[config.mk]
export PLATFORM = sky130hd
export DESIGN_NAME = bar_height_engine
export DESIGN_NICKNAME = d
export VERILOG_FILES = /design/src/rtl/bar_height_engine.sv
export SDC_FILE = /design/constraint.sdc
export NUM_CORES = 1
export LEC_CHECK = 0
export ABC_CLOCK_PERIOD_IN_PS = 5200
export CAP_MARGIN = 20
export CORE_AREA = 2 2 188 190
export CTS_CLUSTER_SIZE = 24
export DETAILED_ROUTE_END_ITERATION = 10
export DIE_AREA = 0 0 190 192
export GPL_TIMING_DRIVEN = 0
export HOLD_SLACK_MARGIN = 0.15
export MAX_ROUTING_LAYER = met4
export PLACE_DENSITY_LB_ADDON = 0.05
export SETUP_SLACK_MARGIN = 0.2
export SYNTH_ARGS = -nofsm -noshare
export SYNTH_HDL_FRONTEND = slang
export SYNTH_SLANG_ARGS = --single-unit
[constraint.sdc]
create_clock -name Clk -period 5.2 [get_ports Clk]
set_input_delay 1.04 -clock Clk [delete_from_list [all_inputs] [get_ports Clk]]
set_output_delay 1.04 -clock Clk [all_outputs]
set_load 0.05 [all_outputs]
[src/rtl/bar_height_engine.sv]
// ---------------------------------------------------------------------------
// bar_height_engine
//
// Per-frame bar-height producer for the audio visualizer. Per-band audio
// magnitudes arrive over a valid/ready handshake. The peak scaled height of
// each band is tracked for the current frame. On each frame boundary the
// peaks are moved into the displayed heights, one band per cycle. All
// top-of-bar Y coordinates are then committed in a single edge, so the
// colour mapper never sees a half-updated set of bars.
//
// Optional feature macro: BAR_PEAK_HOLD_EN
//   Defined   : displayed height = max(new peak, previous height - DECAY),
//               so bars fall slowly.
//   Undefined : displayed height = new peak, so bars drop immediately.
//
// Ports:
//   Clk          system clock
//   Reset        synchronous, active-high reset
//   mag_valid    a magnitude sample is offered
//   mag_ready    block can accept a sample (only while accumulating)
//   mag_band     band index of the sample (indexes >= NUM_BARS are dropped)
//   mag_value    unsigned magnitude
//   frame_start  one-cycle frame-boundary pulse
//   bar_top      packed top Y coordinates, bar i in bits [10i+9:10i]
//   frame_done   one-cycle pulse in the first cycle new bar_top is visible
//   overrun      sticky: frame_start arrived while a frame was in progress
// ---------------------------------------------------------------------------
module bar_height_engine #(
    parameter int NUM_BARS = 10,
    parameter int MAG_W    = 16,
    parameter int SHIFT    = 6,
    parameter int MAX_H    = 420,
    parameter int SCREEN_H = 480,
    parameter int DECAY    = 8
) (
    input  logic                   Clk,
    input  logic                   Reset,
    input  logic                   mag_valid,
    output logic                   mag_ready,
    input  logic [3:0]             mag_band,
    input  logic [MAG_W-1:0]       mag_value,
    input  logic                   frame_start,
    output logic [NUM_BARS*10-1:0] bar_top,
    output logic                   frame_done,
    output logic                   overrun
);

    localparam int               IDX_W    = (NUM_BARS > 1) ? $clog2(NUM_BARS) : 1;
    localparam logic [IDX_W-1:0] LAST_IDX = IDX_W'(NUM_BARS - 1);
    localparam logic [9:0]       MAX_H_H  = 10'(MAX_H);
    localparam logic [9:0]       SCR_H_H  = 10'(SCREEN_H);
    localparam logic [9:0]       DECAY_H  = 10'(DECAY);

    typedef enum logic [1:0] {
        ST_ACCUM  = 2'd0,
        ST_LATCH  = 2'd1,
        ST_COMMIT = 2'd2
    } state_t;

    state_t                   state_r;
    state_t                   next_state_s;
    logic [IDX_W-1:0]         idx_r;
    logic [9:0]               acc_r    [NUM_BARS];
    logic [9:0]               disp_h_r [NUM_BARS];
    logic [NUM_BARS*10-1:0]   bar_top_r;
    logic                     frame_done_r;
    logic                     overrun_r;

    logic                     ready_s;
    logic                     accept_s;
    logic                     band_ok_s;
    logic [IDX_W-1:0]         band_idx_s;
    logic [9:0]               scaled_s;
    logic [9:0]               new_h_s;

    // Magnitude to pixel height: shift at full width, saturate, then narrow.
    function automatic logic [9:0] scale_mag(input logic [MAG_W-1:0] m);
        logic [MAG_W-1:0] sh;
        sh = m >> SHIFT;
        if (sh > MAG_W'(MAX_H)) begin
            return MAX_H_H;
        end else begin
            return 10'(sh);
        end
    endfunction

    // Peak-hold rule: the fresh peak wins unless the decayed bar is taller.
    function automatic logic [9:0] peak_hold(input logic [9:0] peak,
                                             input logic [9:0] shown);
        logic [9:0] dec;
        if (shown > DECAY_H) begin
            dec = shown - DECAY_H;
        end else begin
            dec = 10'd0;
        end
        if (peak > dec) begin
            return peak;
        end else begin
            return dec;
        end
    endfunction

    // The handshake is only open while accumulating and out of reset.
    assign ready_s    = (state_r == ST_ACCUM) && !Reset;
    assign accept_s   = mag_valid && ready_s;
    assign band_ok_s  = ({28'd0, mag_band} < 32'(NUM_BARS));
    assign band_idx_s = IDX_W'(mag_band);
    assign scaled_s   = scale_mag(mag_value);

    // Height that the band currently being latched will display.
    always_comb begin
        new_h_s = 10'd0;
`ifdef BAR_PEAK_HOLD_EN
        new_h_s = peak_hold(acc_r[idx_r], disp_h_r[idx_r]);
`else
        new_h_s = acc_r[idx_r];
`endif
    end

    // Next-state logic for the accumulate / latch / commit sequence.
    always_comb begin
        next_state_s = state_r;
        case (state_r)
            ST_ACCUM: begin
                if (frame_start) begin
                    next_state_s = ST_LATCH;
                end else begin
                    next_state_s = ST_ACCUM;
                end
            end
            ST_LATCH: begin
                if (idx_r == LAST_IDX) begin
                    next_state_s = ST_COMMIT;
                end else begin
                    next_state_s = ST_LATCH;
                end
            end
            ST_COMMIT: begin
                next_state_s = ST_ACCUM;
            end
            default: begin
                next_state_s = ST_ACCUM;
            end
        endcase
    end

    // State register and band index walked during LATCH.
    always_ff @(posedge Clk) begin
        if (Reset) begin
            state_r <= ST_ACCUM;
            idx_r   <= '0;
        end else begin
            state_r <= next_state_s;
            if (state_r == ST_LATCH) begin
                idx_r <= idx_r + IDX_W'(1);
            end else begin
                idx_r <= '0;
            end
        end
    end

    // Per-band peak accumulators and displayed heights.
    always_ff @(posedge Clk) begin
        if (Reset) begin
            for (int i = 0; i < NUM_BARS; i++) begin
                acc_r[i]    <= 10'd0;
                disp_h_r[i] <= 10'd0;
            end
        end else begin
            // A sample coinciding with frame_start lands here before LATCH
            // begins, so it belongs to the closing frame.
            if (accept_s && band_ok_s) begin
                if (scaled_s > acc_r[band_idx_s]) begin
                    acc_r[band_idx_s] <= scaled_s;
                end
            end
            if (state_r == ST_LATCH) begin
                disp_h_r[idx_r] <= new_h_s;
                acc_r[idx_r]    <= 10'd0;
            end
        end
    end

    // Registered outputs: all bar tops load in one edge to avoid tearing.
    always_ff @(posedge Clk) begin
        if (Reset) begin
            bar_top_r    <= {NUM_BARS{SCR_H_H}};
            frame_done_r <= 1'b0;
            overrun_r    <= 1'b0;
        end else begin
            frame_done_r <= (state_r == ST_COMMIT);
            if (state_r == ST_COMMIT) begin
                for (int i = 0; i < NUM_BARS; i++) begin
                    bar_top_r[i*10 +: 10] <= SCR_H_H - disp_h_r[i];
                end
            end
            if (frame_start && (state_r != ST_ACCUM)) begin
                overrun_r <= 1'b1;
            end
        end
    end

    assign mag_ready  = ready_s;
    assign bar_top    = bar_top_r;
    assign frame_done = frame_done_r;
    assign overrun    = overrun_r;

endmodule

# Word-level counts from Yosys, hierarchy flattened
# Memory sizes are Yosys's and may differ from the RTL's. A register that Yosys moved wholly into a read port is not among the register bits.
# Cells that the tools add are included.
# classes
n_addsub	11
mul	0
div	0
magnitude_cmp	3
n_eq_ne	3
shifts	0
n_mux	23
n_bitwise	1
n_reduce_logical	11
# op_table
operator	n
9-bit by 10-bit subtractor with 10-bit output (first input constant)	10
10-bit 2-to-1 mux	4
10-bit OR reduction	3
4-bit 2-to-1 mux	4
1-bit 2-to-1 mux	13
10-bit greater-than comparator	1
10-bit by 9-bit greater-than comparator with 1-bit output (second input constant)	1
4-bit by 1-bit adder with 4-bit output (second input constant)	1
4-bit equality test (second input constant)	1
1-bit logical AND	4
4-bit < comparator (second input constant)	1
2-bit one-hot mux with 2 select lines	1
2-bit by 1-bit equality test with 1-bit output (second input constant)	1
2-bit equality test (second input constant)	1
2-bit zero test	1
2-bit 2-to-1 mux	1
2-bit nonzero test	1
2-bit OR reduction	1
1-bit zero test	1
1-bit inverter	1
# totals
reg_bits	108
latch_bits	0
ramBits	200
romBits	0
inputBits	24
output_inout_bits	103
n_memories	2
# mem_list
memory	words	width	rd	rd_ports_with_merged_regs	wr	line	source
acc_r	10	10	2	1	10	63	logic [9:0] acc_r [NUM_BARS];
disp_h_r	10	10	10	0	10	64	logic [9:0] disp_h_r [NUM_BARS];

# Logic depth before layout (Yosys ltp)
# Gate-level depths: netlist of the first run.
# depth
depth_word	10
ltp_mapped	16
depth_no_buf	12

# Worst setup path before layout of the first run
# Ideal clock, no wire load.
# synth_timing
path_type	input to register
start	in mag_band[0]
end	mem acc_r[4][0] (enable)
setup_time_ps	407
arrival_ps	5135
required_time_ps	4793
path_slack_ps	-343
stages	13
n_path_buf	4
cell_sequence	clkbuf_1 buf_2 mux4_2 mux4_2 inv_1 ha_1 nand4_1 or3_1 nand4_1 buf_4 o31a_1 buf_2 o41ai_1
# synth_lines
element	line	source
start: declaration	40	input logic [3:0] mag_band,
end: declaration	63	

==> summary.md, run 1 <==
| Metric | Value |
|---|---|
| Status | finished, final reports clean |
| Overall Power | 6.800 mW |
| Vias | roughly 12,000 |
| Largest net degree at the start of global routing | 14 |
| Yosys warnings | 0 |
| Setup crit end kind | flip-flop |
| RSZ-0062 raised after global routing | true |
| Setup-failing EPs final | 0 |
| Core area | 34,290 sq um |
| Synth area leaders | edfxtp_1 (46%), mux4_2 (13%), dfxtp_1 (13%), nor2_1 (4.8%), nand2_1 (4.0%) |
| GPL Wtd Cong | 0.9119 |
| Largest area contributor in the netlist | edfxtp_1 |
| Total GRT Usage | 28.71% |
| Most frequent cell after synthesis | edfxtp_1 |
| Crit path kind | in2reg |
| CP max-delay cell | mux4_2 |
| Max_slew headroom | 31.23% |
| Post-Synthesis Cells | roughly 1,400 |
| CTS tree | done |
| DIE AREA | between 30,000 and 40,000 sq um |
| Clk root buf | clkbuf_16 |
| Max incr delay on CP | about 0.59 ns |
| First-pass GRT wire length | around 74,000 microns |
| 1st-pass router iterations | 5 |
| Yosys cell types | 53 |
| Layout net count | 1,653 |
| WL per Instance | 23.85 microns |
| Area occupied by multi-input gates | 6857 sq um |
| FF-to-FF setup slack | 0.99 ns |
| Layout filler cell count | 2,766 |
| Register Area | between 9000 and 10,000 sq um |
| Layout area overhead | 22.68% |
| Grt ovf | 0 |
| Tmin final | 4.943 ns |
| Layout cells sized above 1 | around 17% |
| Final wirelength | 49,980 microns |
| Number of global-route vias before repair | 11,740 |
| Leak Pwr | 7.451 nW |
| Worst skew pair latency | approximately 0.55 ns |
| Num CTS Buffers | 40 |
| Cell family with most CP delay | buffers and inverters |
| Clk buf depth | 3 |
| Post-synth EDFFs | 260 |
| ANT nets after route | 0 |
| Yosys reg bits | 368 |
| Iteration-0 DRC Markers | roughly 1,100 |
| Fin crit share | 95.07% |
| Max_cap viols | 0 |
| Fin. max-slew vios | 0 |
| Cell repeated most along the worst path | buf_4 |
| Clk_skew | 0.01538 ns |
| Routed vias/inst | 5.740 |
| Sum of negative setup slack | 0 ns |
| Post-DP HPWL | 35,400 microns |
| Startpoint types | input port |
| Worst-Margin Slew | a little over 1 ns |
| Max VDD drop | 230.9 uV |
| CP Data Required Time | 5.46 ns |
| Arrival @ worst endpoint | 5.20 ns |
| Port Buffers | 117 |
| Commonest cells post-synth | edfxtp_1 (260), nor2_1 (219), nand2_1 (181) |
| Row cnt | 68 |
| CP cell instances | clkbuf_2 > buf_4 > mux4_2 > mux4_2 > inv_1 > ha_1 > a21oi_1 > o21ai_0 > a2111oi_4 > buf_4 > buf_6 > o31ai_4 > buf_4 > buf_4 > o41ai_4 > buf_12 |
| Fmax | 202.3 MHz |
| Crit Path Max Fanout | 10 |
| Main flop type after synthesis | edfxtp_1 |
| Final Hold Fails | 0 |
| DRC | 0 |
| Initial antenna violation count | 0 |
| Synthesized cell area | about 17,000 sq um |
| # H-tree levels | 2 |
| Worst hold path type | reg2reg |
| Cts hold-fix bufs | 0 |
| DIE WIDTH | 190 microns |
| Die height | ~190 microns |
| Yosys top cell area share | 45.69% |
| Async set-reset flop share out of synthesis | 0% |
| Clk slew on worst S/H paths | 0.06 ns |
| Top Ports | 127 |
| Initial Utilization | 49.84% |
| Seq/Total Area, Yosys | 58.34% |
| Clk sink count | 368 |
| Syn Area/Cell | 12.34 sq um |
| Crit path buffers/inverters | 8 |
| Pwr dens | between 300 and 400 nW/um^2 |
power by group:
group	internal (mW)	switching (mW)	total, mW	leakage [nW]
combinational	0.264	0.390	0.654	3.34
sequential	3.22	0.0518	3.27	3.47
clock	1.68	1.19	2.88	0.643
total	5.16	1.64	6.80	7.45
through the flow:
stage | util, % | instance area (sq um) | setup WS (ns) | cells | hold slack (ns)
after floorplan | - | 17200 | 0.07372 | 1401 | 0.5139
after global routing | 61.13 | 20960 | 0.1507 | 2094 | 0.4708
after CTS | 60.45 | 20730 | 0.1431 | 2078 | 0.4519
final | 61.14 | 20960 | 0.2566 | 2095 | 0.4493
after detailed placement | 55.56 | 19050 | -1.563 | 1981 | 0.4436
after global placement | 55.25 | 18940 | -1.541 | 1973 | 0.4398
registers in the layout, summed over array words and instances, names as in the netlist:
signal	flops
disp_h_r	100
idx_r	4
acc_r	160
frame_done	1
state_r	2
overrun	1
bar_top	100
routing by layer:
| metal | GRT usage [%] | vias to the layer above | routed length (microns) |
|---|---|---|---|
| li1 | - | 5480 | - |
| met1 | 34.96 | 5887 | 19430 |
| met2 | 47.70 | 530 | 24560 |
| met3 | 3.673 | 129 | 3394 |
| met4 | 14.07 | 0 | 2596 |
| met5 | - | - | 0 |
path summary, 6_finish.rpt:
check / start / to / depth (start not counted)
setup / recovery: mag_band[0] / acc_r[2][0] / 16
hold / removal: bar_top[12] / bar_top[12] / 2
setup reg to reg: acc_r[15][5] / acc_r[2][0] / 14
hold reg to reg: bar_top[12] / bar_top[12] / 2
placed cells by master, fill, tap and decap left out, types with 10 or more instances in the layout:
master / synthesis / final
a211oi_1: 16 / 16
a21oi_1: 53 / 53
buf_4: 7 / 45
clkbuf_1: 56 / 53
clkbuf_16: 0 / 42
clkdlybuf4s50_1: 0 / 113
clkinv_1: 1 / 13
conb_1: 1 / 17
dfxtp_1: 108 / 108
edfxtp_1: 260 / 260
ha_1: 22 / 22
inv_1: 53 / 53
mux4_2: 100 / 100
nand2_1: 181 / 176
nand2_2: 9 / 12
nand3_1: 43 / 42
nand4_1: 17 / 17
nor2_1: 219 / 212
nor3_1: 17 / 17
o211ai_1: 36 / 36
o21ai_0: 10 / 10
xnor2_1: 44 / 44
xor2_1: 28 / 28
worst reg2reg max path, stage by stage, from the launching register on:
cell	delay (ns)
edfxtp_1	0.40
mux4_2	0.52
mux4_2	0.51
inv_1	0.09
ha_1	0.25
a21oi_1	0.13
o21ai_0	0.15
a2111oi_4	0.47
buf_4	0.18
buf_6	0.17
o31ai_4	0.10
buf_4	0.20
buf_4	0.15
o41ai_4	0.38
buf_12	0.20
cell type report:
| type | count | area share [%] |
|---|---|---|
| Clock inverter | 27 | 1.128 |
| Buffer | 85 | 2.095 |
| Tap cell | 455 | 2.716 |
| Clock buffer | 47 | 5.151 |
| Multi-Input combinational cell | 895 | 32.71 |
| Inverter | 54 | 0.9669 |
| Timing Repair Buffer | 163 | 7.669 |
| Sequential cell | 368 | 47.56 |
| Antenna cell | 1 | 0.01194 |
timing repair:
item	in CTS	in global routing
setup buffers	22	15
pin swaps	10	9
resized for setup	36	30
endpoints found under the setup margin	221	153
gates cloned	1	0
cells by family after synthesis:
kind of cell               share of synthesized area, %
and+or+nand+nor                                   13.59
DFF                                               58.34
AOI/OAI and AO/OA                                 6.172
buffers and inverters                             3.397
muxes                                             13.18
xor gates and xnor gates                          3.690
adders and majority gates                         1.611
other                                           0.02194
Note: power is estimated with default switching activity, not from simulation.
==> run 2, diff against run 1 <==
--- a/config.mk
+++ b/config.mk
@@ -5,16 +5,17 @@
 export SDC_FILE = /design/constraint.sdc
 export NUM_CORES = 1
 export LEC_CHECK = 0
-export ABC_CLOCK_PERIOD_IN_PS = 5200
+export ABC_AREA = 1
 export CAP_MARGIN = 20
-export CORE_AREA = 2 2 188 190
+export CORE_AREA = 2 2 191 193
 export CTS_CLUSTER_SIZE = 24
 export DETAILED_ROUTE_END_ITERATION = 10
-export DIE_AREA = 0 0 190 192
+export DIE_AREA = 0 0 193 195
 export GPL_TIMING_DRIVEN = 0
 export HOLD_SLACK_MARGIN = 0.15
 export MAX_ROUTING_LAYER = met4
 export PLACE_DENSITY_LB_ADDON = 0.05
+export REMOVE_ABC_BUFFERS = 1
 export SETUP_SLACK_MARGIN = 0.2
 export SYNTH_ARGS = -nofsm -noshare
 export SYNTH_HDL_FRONTEND = slang
==> summary.md, run 2 <==
| Metric | Value |
|---|---|
| Status | finished, final reports clean |
| Sw frac | 23.82% |
| Sequential group share of total power | 49.0% |
| Layout area overhead | 16.96% |
| Reg-to-reg endpoint | acc_r[13][0] |
| Final wirelength | 45,380 microns |
| Arrival @ worst endpoint | 5.08 ns |
| FF-to-FF setup slack | 1.55 ns |
| Yosys top cell area share | 44.64% |
| DRC | 0 |
| Leak Pwr | 7.731 nW |
| Yosys reg bits | 368 |
| Sw Pwr | 1.593 mW |
| Clk sink count | 368 |
| Row cnt | slightly below 70 |
| ANT nets after route | 0 |
| Fin. max-slew vios | 0 |
| Logic pwr share | 7.8% |
| Yosys warnings | 0 |
| Fin crit share | ~93% |
| Clk slew on worst S/H paths | roughly 0.050 ns |
| Crit path buffers/inverters | 5 |
| Post-synth EDFFs | 260 |
| Internal | 5.096 mW |
| Clk buf depth | 3 |
| Final setup margin | 0.3577 ns |
| Layout cells sized above 1 | roughly 7% |
| Vias | 13,640 |
| Top Ports | roughly 130 |
| Setup crit end kind | flip-flop |
| Worst hold path type | reg2reg |
| Final Hold Fails | 0 |
| DIE WIDTH | a little under 200 microns |
| Final core occ | 57.79% |
| Worst R2R Path Depth | 17 |
| Most frequent cell after synthesis | nor2_1 |
| Startpoint types | input port |
| Largest area contributor in the netlist | edfxtp_1 |
| Sum of negative setup slack | 0 ns |
| Iteration-0 DRC Markers | 1,010 |
| Routed vias/inst | 5.427 |
| Layout net count | 2,066 |
| DIE AREA | 37,640 sq um |
| RSZ-0062 raised after global routing | false |
| Synthesized cell area | 17,490 sq um |
| Largest net degree at the start of global routing | 83 |
| Pwr dens | roughly 330 nW/um^2 |
| Port Buffers | 120 |
| CTS tree | done |
| Commonest cells after routing, fill and taps aside | nor2_1 (385), o21ai_0 (308), edfxtp_1 (260), nand2_1 (192), a21oi_1 (163) |
| Main flop type after synthesis | edfxtp_1 |
| Commonest cells post-synth | nor2_1 (390), o21ai_0 (308), edfxtp_1 (260) |
| Worst-Margin Slew | 1.133 ns |
| Core area | 35,400 sq um |
| Initial Utilization | 49.41% |
| Antenna Cells | 0 |
| WL per Instance | 18.06 microns |
| Num CTS Buffers | 41 |
| Max FFs per register | 160 |
| Initial antenna violation count | 0 |
| Fmax | between 200 and 250 MHz |
| Clk pwr share | a little over two fifths |
| GPL Wtd Cong | about 0.9 |
| 1st-pass router iterations | 7 |
| Cell family with most CP delay | buffers and inverters |
| Post-Place Worst Slack | -0.9170 ns |
| Crit path kind | in2reg |
| Grt ovf | 0 |
| Setup-failing EPs final | 0 |
| Crit path from | mag_band[2] |
| Min-delay src | bar_top[5] |
| Overall Power | 6.689 mW |
| Worst setup endpoint | acc_r[13][0] |
| CP Data Required Time | 5.44 ns |
| Crit Path Max Fanout | 17 |
| Post-DP HPWL | 28,980 microns |
| Max VDD drop | 264.6 uV |
| Post-Synthesis Cells | 1,932 |
| Worst skew pair latency | 0.56 ns |
| Placed Area | 19,070 sq um |
| Async set-reset flop share out of synthesis | 0% |
| CP max-delay cell | clkdlybuf4s50_1 |
| WP depth | 16 |
| Die height | between 150 and 200 microns |
| Max_slew headroom | about 24% |
| Number of global-route vias before repair | about 13,000 |
| # Post-CTS Setup Buffers | 0 |
| Reg2reg start | acc_r[6][6] |
| Top reg by flops | acc_r |
| Yosys cell types | 38 |
| Syn Area/Cell | between 9 and 10 sq um |
| Total GRT Usage | around a quarter |
| Clk_skew | 0.02030 ns |
| Tmin final | 4.842 ns |
| Layout filler cell count | roughly 3,100 |
| Max incr delay on CP | 0.72 ns |
| Synth area leaders | edfxtp_1 (45%), dfxtp_1 (12%), o21ai_0 (8.8%), nor2_1 (8.4%), a21oi_1 (4.7%) |
| # H-tree levels | 2 |
| First-pass GRT wire length | a little over 70,000 microns |
| Seq/Total Area, Yosys | a little under three fifths |
| Clk root buf | clkbuf_16 |
| Most common cell after layout, fill and taps aside | nor2_1 |
| CP cell instances | clkdlybuf4s50_1 > inv_1 > o21ai_0 > a31oi_1 > nor2_1 > ha_1 > nand2_1 > inv_1 > a21oi_1 > nand3_2 > nand3_1 > nand2_1 > inv_1 > nand2_1 > nor2_1 > buf_4 |
| Max_cap viols | 0 |
| Post-layout instance area | 20,460 sq um |
## run 2: changes by cell type in the layout (fill, tap and decap cells not counted), sizes merged, moves of 33 or more
cell    before  now
a21oi       53  163
buf         73   15
clkbuf     105   53
inv         53  180
mux4       100    0
nor2       219  401
o21ai       12  309
xnor2       44   11
## run 2: through the flow
stage               hold WS [ns]  cells
floorplan                 0.4835   1845
global placement          0.4515   2426
detailed placement        0.4577   2437
CTS                       0.4718   2512
global route              0.4985   2513
finish                    0.4654   2513
## run 2: metal layers
metal,wire (microns),share of wire (%),track usage [%],vias to the layer above
li1,-,-,-,6678
met1,19190,42,33.08,6340
met2,21860,48,40.48,522
met3,2997,6.6,2.965,97
met4,1333,2.9,8.081,0
met5,0,0,-,-
## run 2: final cells by class
class / instances / area [sq um] / share of cell area, %
repair buffers: 132 / 1396 / 6.826
well taps: 461 / 576.8 / 2.820
flip-flops and latches: 368 / 9977 / 48.77
clock buffers: 53 / 1121 / 5.480
multi-input cells: 1296 / 6474 / 31.65
clock inverters: 22 / 219.0 / 1.070
inverters: 181 / 693.2 / 3.388
## run 2: timing repair
| action | 4_1_cts | 5_1_grt |
|---|---|---|
| setup endpoints to repair | 154 | 152 |
| hold buffers | 0 | 0 |
| gates resized for setup | 4 | 6 |
| hold endpoints to repair | 0 | 0 |
## run 2: power by group through the flow
stage               Sequential (mW)  Clock (mW)  Combinational, mW
detailed placement             3.34           0              0.513
global route                   3.29        3.05              0.581
CTS                            3.28        2.92              0.517
finish                         3.28        2.88              0.524
floorplan                      3.33           0              0.320
global placement               3.35           0              0.494
## run 2: logic make-up after synthesis
| family | after synthesis | share of synthesized area [%] |
|---|---|---|
| other cells | 1 | 0.02144 |
| fa+ha+maj | 22 | 1.574 |
| xor+xnor | 52 | 2.604 |
| simple gates | 678 | 16.40 |
| buf+inv | 284 | 6.546 |
| compound gates | 527 | 15.86 |
| flops | 368 | 57.00 |
## run 2: how the worst min path moves through the flow
stage                  end  slack [ns]  cells past startpoint
6_report        bar_top[5]        0.47                      2
5_1_grt         bar_top[6]        0.50                      2
4_1_cts         bar_top[5]        0.47                      2
3_5_place_dp    bar_top[5]        0.46                      2
3_3_place_gp   bar_top[66]        0.45                      2
2_1_floorplan   state_r[1]        0.48                      2
## run 2: tightest hold or removal path: cells and delay by family (launching register included)
family	cells	cell delay, ns
AO/OA/AOI/OAI	1	0.06
flip-flops	1	0.32
AND/OR/NAND/NOR	1	0.05
==> run 3, diff against run 2 <==
--- a/config.mk
+++ b/config.mk
@@ -7,10 +7,13 @@
 export LEC_CHECK = 0
 export ABC_AREA = 1
 export CAP_MARGIN = 20
-export CORE_AREA = 2 2 191 193
+export CELL_PAD_IN_SITES_DETAIL_PLACEMENT = 1
+export CELL_PAD_IN_SITES_GLOBAL_PLACEMENT = 1
+export CORE_AREA = 2 2 210 212
+export CTS_CLUSTER_DIAMETER = 50
 export CTS_CLUSTER_SIZE = 24
 export DETAILED_ROUTE_END_ITERATION = 10
-export DIE_AREA = 0 0 193 195
+export DIE_AREA = 0 0 212 214
 export GPL_TIMING_DRIVEN = 0
 export HOLD_SLACK_MARGIN = 0.15
 export MAX_ROUTING_LAYER = met4
==> summary.md, run 3 (synthesis results as in run 2) <==
| Metric | Value |
|---|---|
| Initial Utilization | roughly two fifths |
| First-pass GRT wire length | between 70,000 and 80,000 microns |
| # H-tree levels | 2 |
| Clk root buf | clkbuf_16 |
| Setup crit end kind | flip-flop |
| Final Hold Slack | about 0.46 ns |
| Tmin final | 4.814 ns |
| Leak Pwr | 7.953 nW |
| Clk slew on worst S/H paths | 0.06 ns |
| Top reg by flops | acc_r |
| Crit Path Max Fanout | 10 |
| Fin. max-slew vios | 0 |
| Clk_skew | 0.01576 ns |
| Startpoint types | input port |
| CP Data Required Time | 5.48 ns |
| Max_cap viols | 0 |
| Clk sink count | 368 |
| Worst hold path type | reg2reg |
| Status | finished, final reports clean |
| DRC | 0 |
| Worst skew pair latency | 0.58 ns |
| Layout area overhead | 20.79% |
| RSZ-0062 raised after global routing | true |
| Vias | 13,910 |
| Iteration-0 DRC Markers | approximately 690 |
| Crit path kind | in2reg |
| Initial antenna violation count | 0 |
| Row cnt | 76 |
| Top Ports | 127 |
| Clk buf depth | 3 |
| Worst-Margin Slew | between 1 and 1.5 ns |
| Routed vias/inst | about 5.2 |
| Die height | 214 microns |
| Max VDD drop | 309.4 uV |
| Setup-failing EPs final | 0 |
| Arrival @ worst endpoint | 5.10 ns |
| 1st-pass router iterations | 5 |
| Most common cell after layout, fill and taps aside | nor2_1 |
| Fin crit share | 92.57% |
| CTS tree | done |
| Commonest cells after routing, fill and taps aside | nor2_1 (384), o21ai_0 (308), edfxtp_1 (260), nand2_1 (191), a21oi_1 (163) |
| Cell repeated most along the worst path | nand2_1 |
| Antenna Cells | 0 |
| Final Hold Fails | 0 |
| Num CTS Buffers | 46 |
| ANT nets after route | 0 |
| Grt ovf | 0 |
| Post-DP HPWL | ~34,000 microns |
| DIE AREA | between 40,000 and 50,000 sq um |
| Port Buffers | between 100 and 150 |
| Core area | 42,890 sq um |
| CP cell instances | clkdlybuf4s50_1 > nand2_1 > clkinv_1 > a22o_1 > nor2_1 > ha_1 > nand2_1 > nor2_1 > nand3b_1 > nand2_1 > clkinv_2 > nand3_1 > nand2_1 > inv_1 > nand2_1 > nor2_2 > buf_6 |
| DIE WIDTH | 212 microns |
| Largest net degree at the start of global routing | 84 |
| Pwr dens | roughly 350 nW/um^2 |
| Total GRT Usage | 23.54% |
| Layout cells sized above 1 | 8.498% |
| Max incr delay on CP | 0.79 ns |
| Layout net count | 2,079 |
| WL per Instance | 19.63 microns |
| Final wirelength | 52,140 microns |
| CP max-delay cell | clkdlybuf4s50_1 |
| Max_slew headroom | 26.53% |
| Max FFs per register | between 150 and 200 |
| GPL Wtd Cong | about 0.90 |
| Sum of negative setup slack | 0 ns |
| Number of global-route vias before repair | 14,020 |
| Fmax | 207.7 MHz |
-- run 3: cell types whose count changed in the layout (fill, tap and decap cells not counted), sizes merged --
cell | before | now
bufinv | 4 | 11
clkinvlp | 3 | 10
inv | 180 | 184
clkinv | 16 | 11
clkbuf | 53 | 52
buf | 15 | 22
-- run 3: what timing repair did --
item,4_1_cts,5_1_grt
setup endpoints to repair,65,149
hold buffers,0,0
gates resized for setup,3,10
pin swaps,0,0
setup buffers,0,3
-- run 3: area by class of cell --
| cell class | count | area [sq um] |
|---|---|---|
| multi-input cells | 1296 | 6480 |
| fillers | 4835 | 21760 |
| flip-flops and latches | 368 | 9977 |
| clock inverters | 35 | 496.7 |
| clock buffers | 51 | 1244 |
| well taps | 585 | 732.0 |
| inverters | 181 | 698.2 |
| repair buffers | 140 | 1499 |
-- run 3: routing by layer --
layer	wire, microns	track usage (%)	up-vias
li1	-	-	6719
met2	26370	40.61	279
met5	0	-	-
met4	1550	9.155	0
met1	22170	27.78	6810
met3	2048	3.108	103
-- run 3: critical path, delay by kind of cell --
kind / cells / cell delay (ns)
simple gates: 10 / 1.77
fa+ha+maj: 1 / 0.18
buf+inv: 5 / 1.70
compound gates: 1 / 0.38
-- run 3: final timing paths --
| check | start | slack [ns] | end | cells after the start |
|---|---|---|---|---|
| worst max-delay path | mag_band[2] | 0.39 | acc_r[14][3] | 17 |
| worst min-delay path | bar_top[67] | 0.46 | bar_top[67] | 2 |
| worst max register to register | acc_r[7][9] | 1.46 | acc_r[14][3] | 16 |
| worst min register to register | bar_top[67] | 0.46 | bar_top[67] | 2 |
-- run 3: stage by stage --
stage / utilization, % / std cells / area (sq um) / setup WS (ns) / power [mW]
after floorplan: - / 1845 / 17090 / -0.6480 / 3.650
after global placement: 44.35 / 2550 / 19020 / -6.408 / 3.864
after detailed placement: 44.98 / 2566 / 19290 / -0.7773 / 3.887
after CTS: 49.06 / 2652 / 21040 / 0.1808 / 7.492
after global routing: 49.26 / 2656 / 21130 / 0.1553 / 7.687
final: 49.26 / 2656 / 21130 / 0.3863 / 7.443
-- run 3: report_power, final --
part,switching [mW],internal [mW],total (mW)
Clock,1.32,2.29,3.61
Combinational,0.396,0.156,0.552
Sequential,0.0588,3.22,3.28
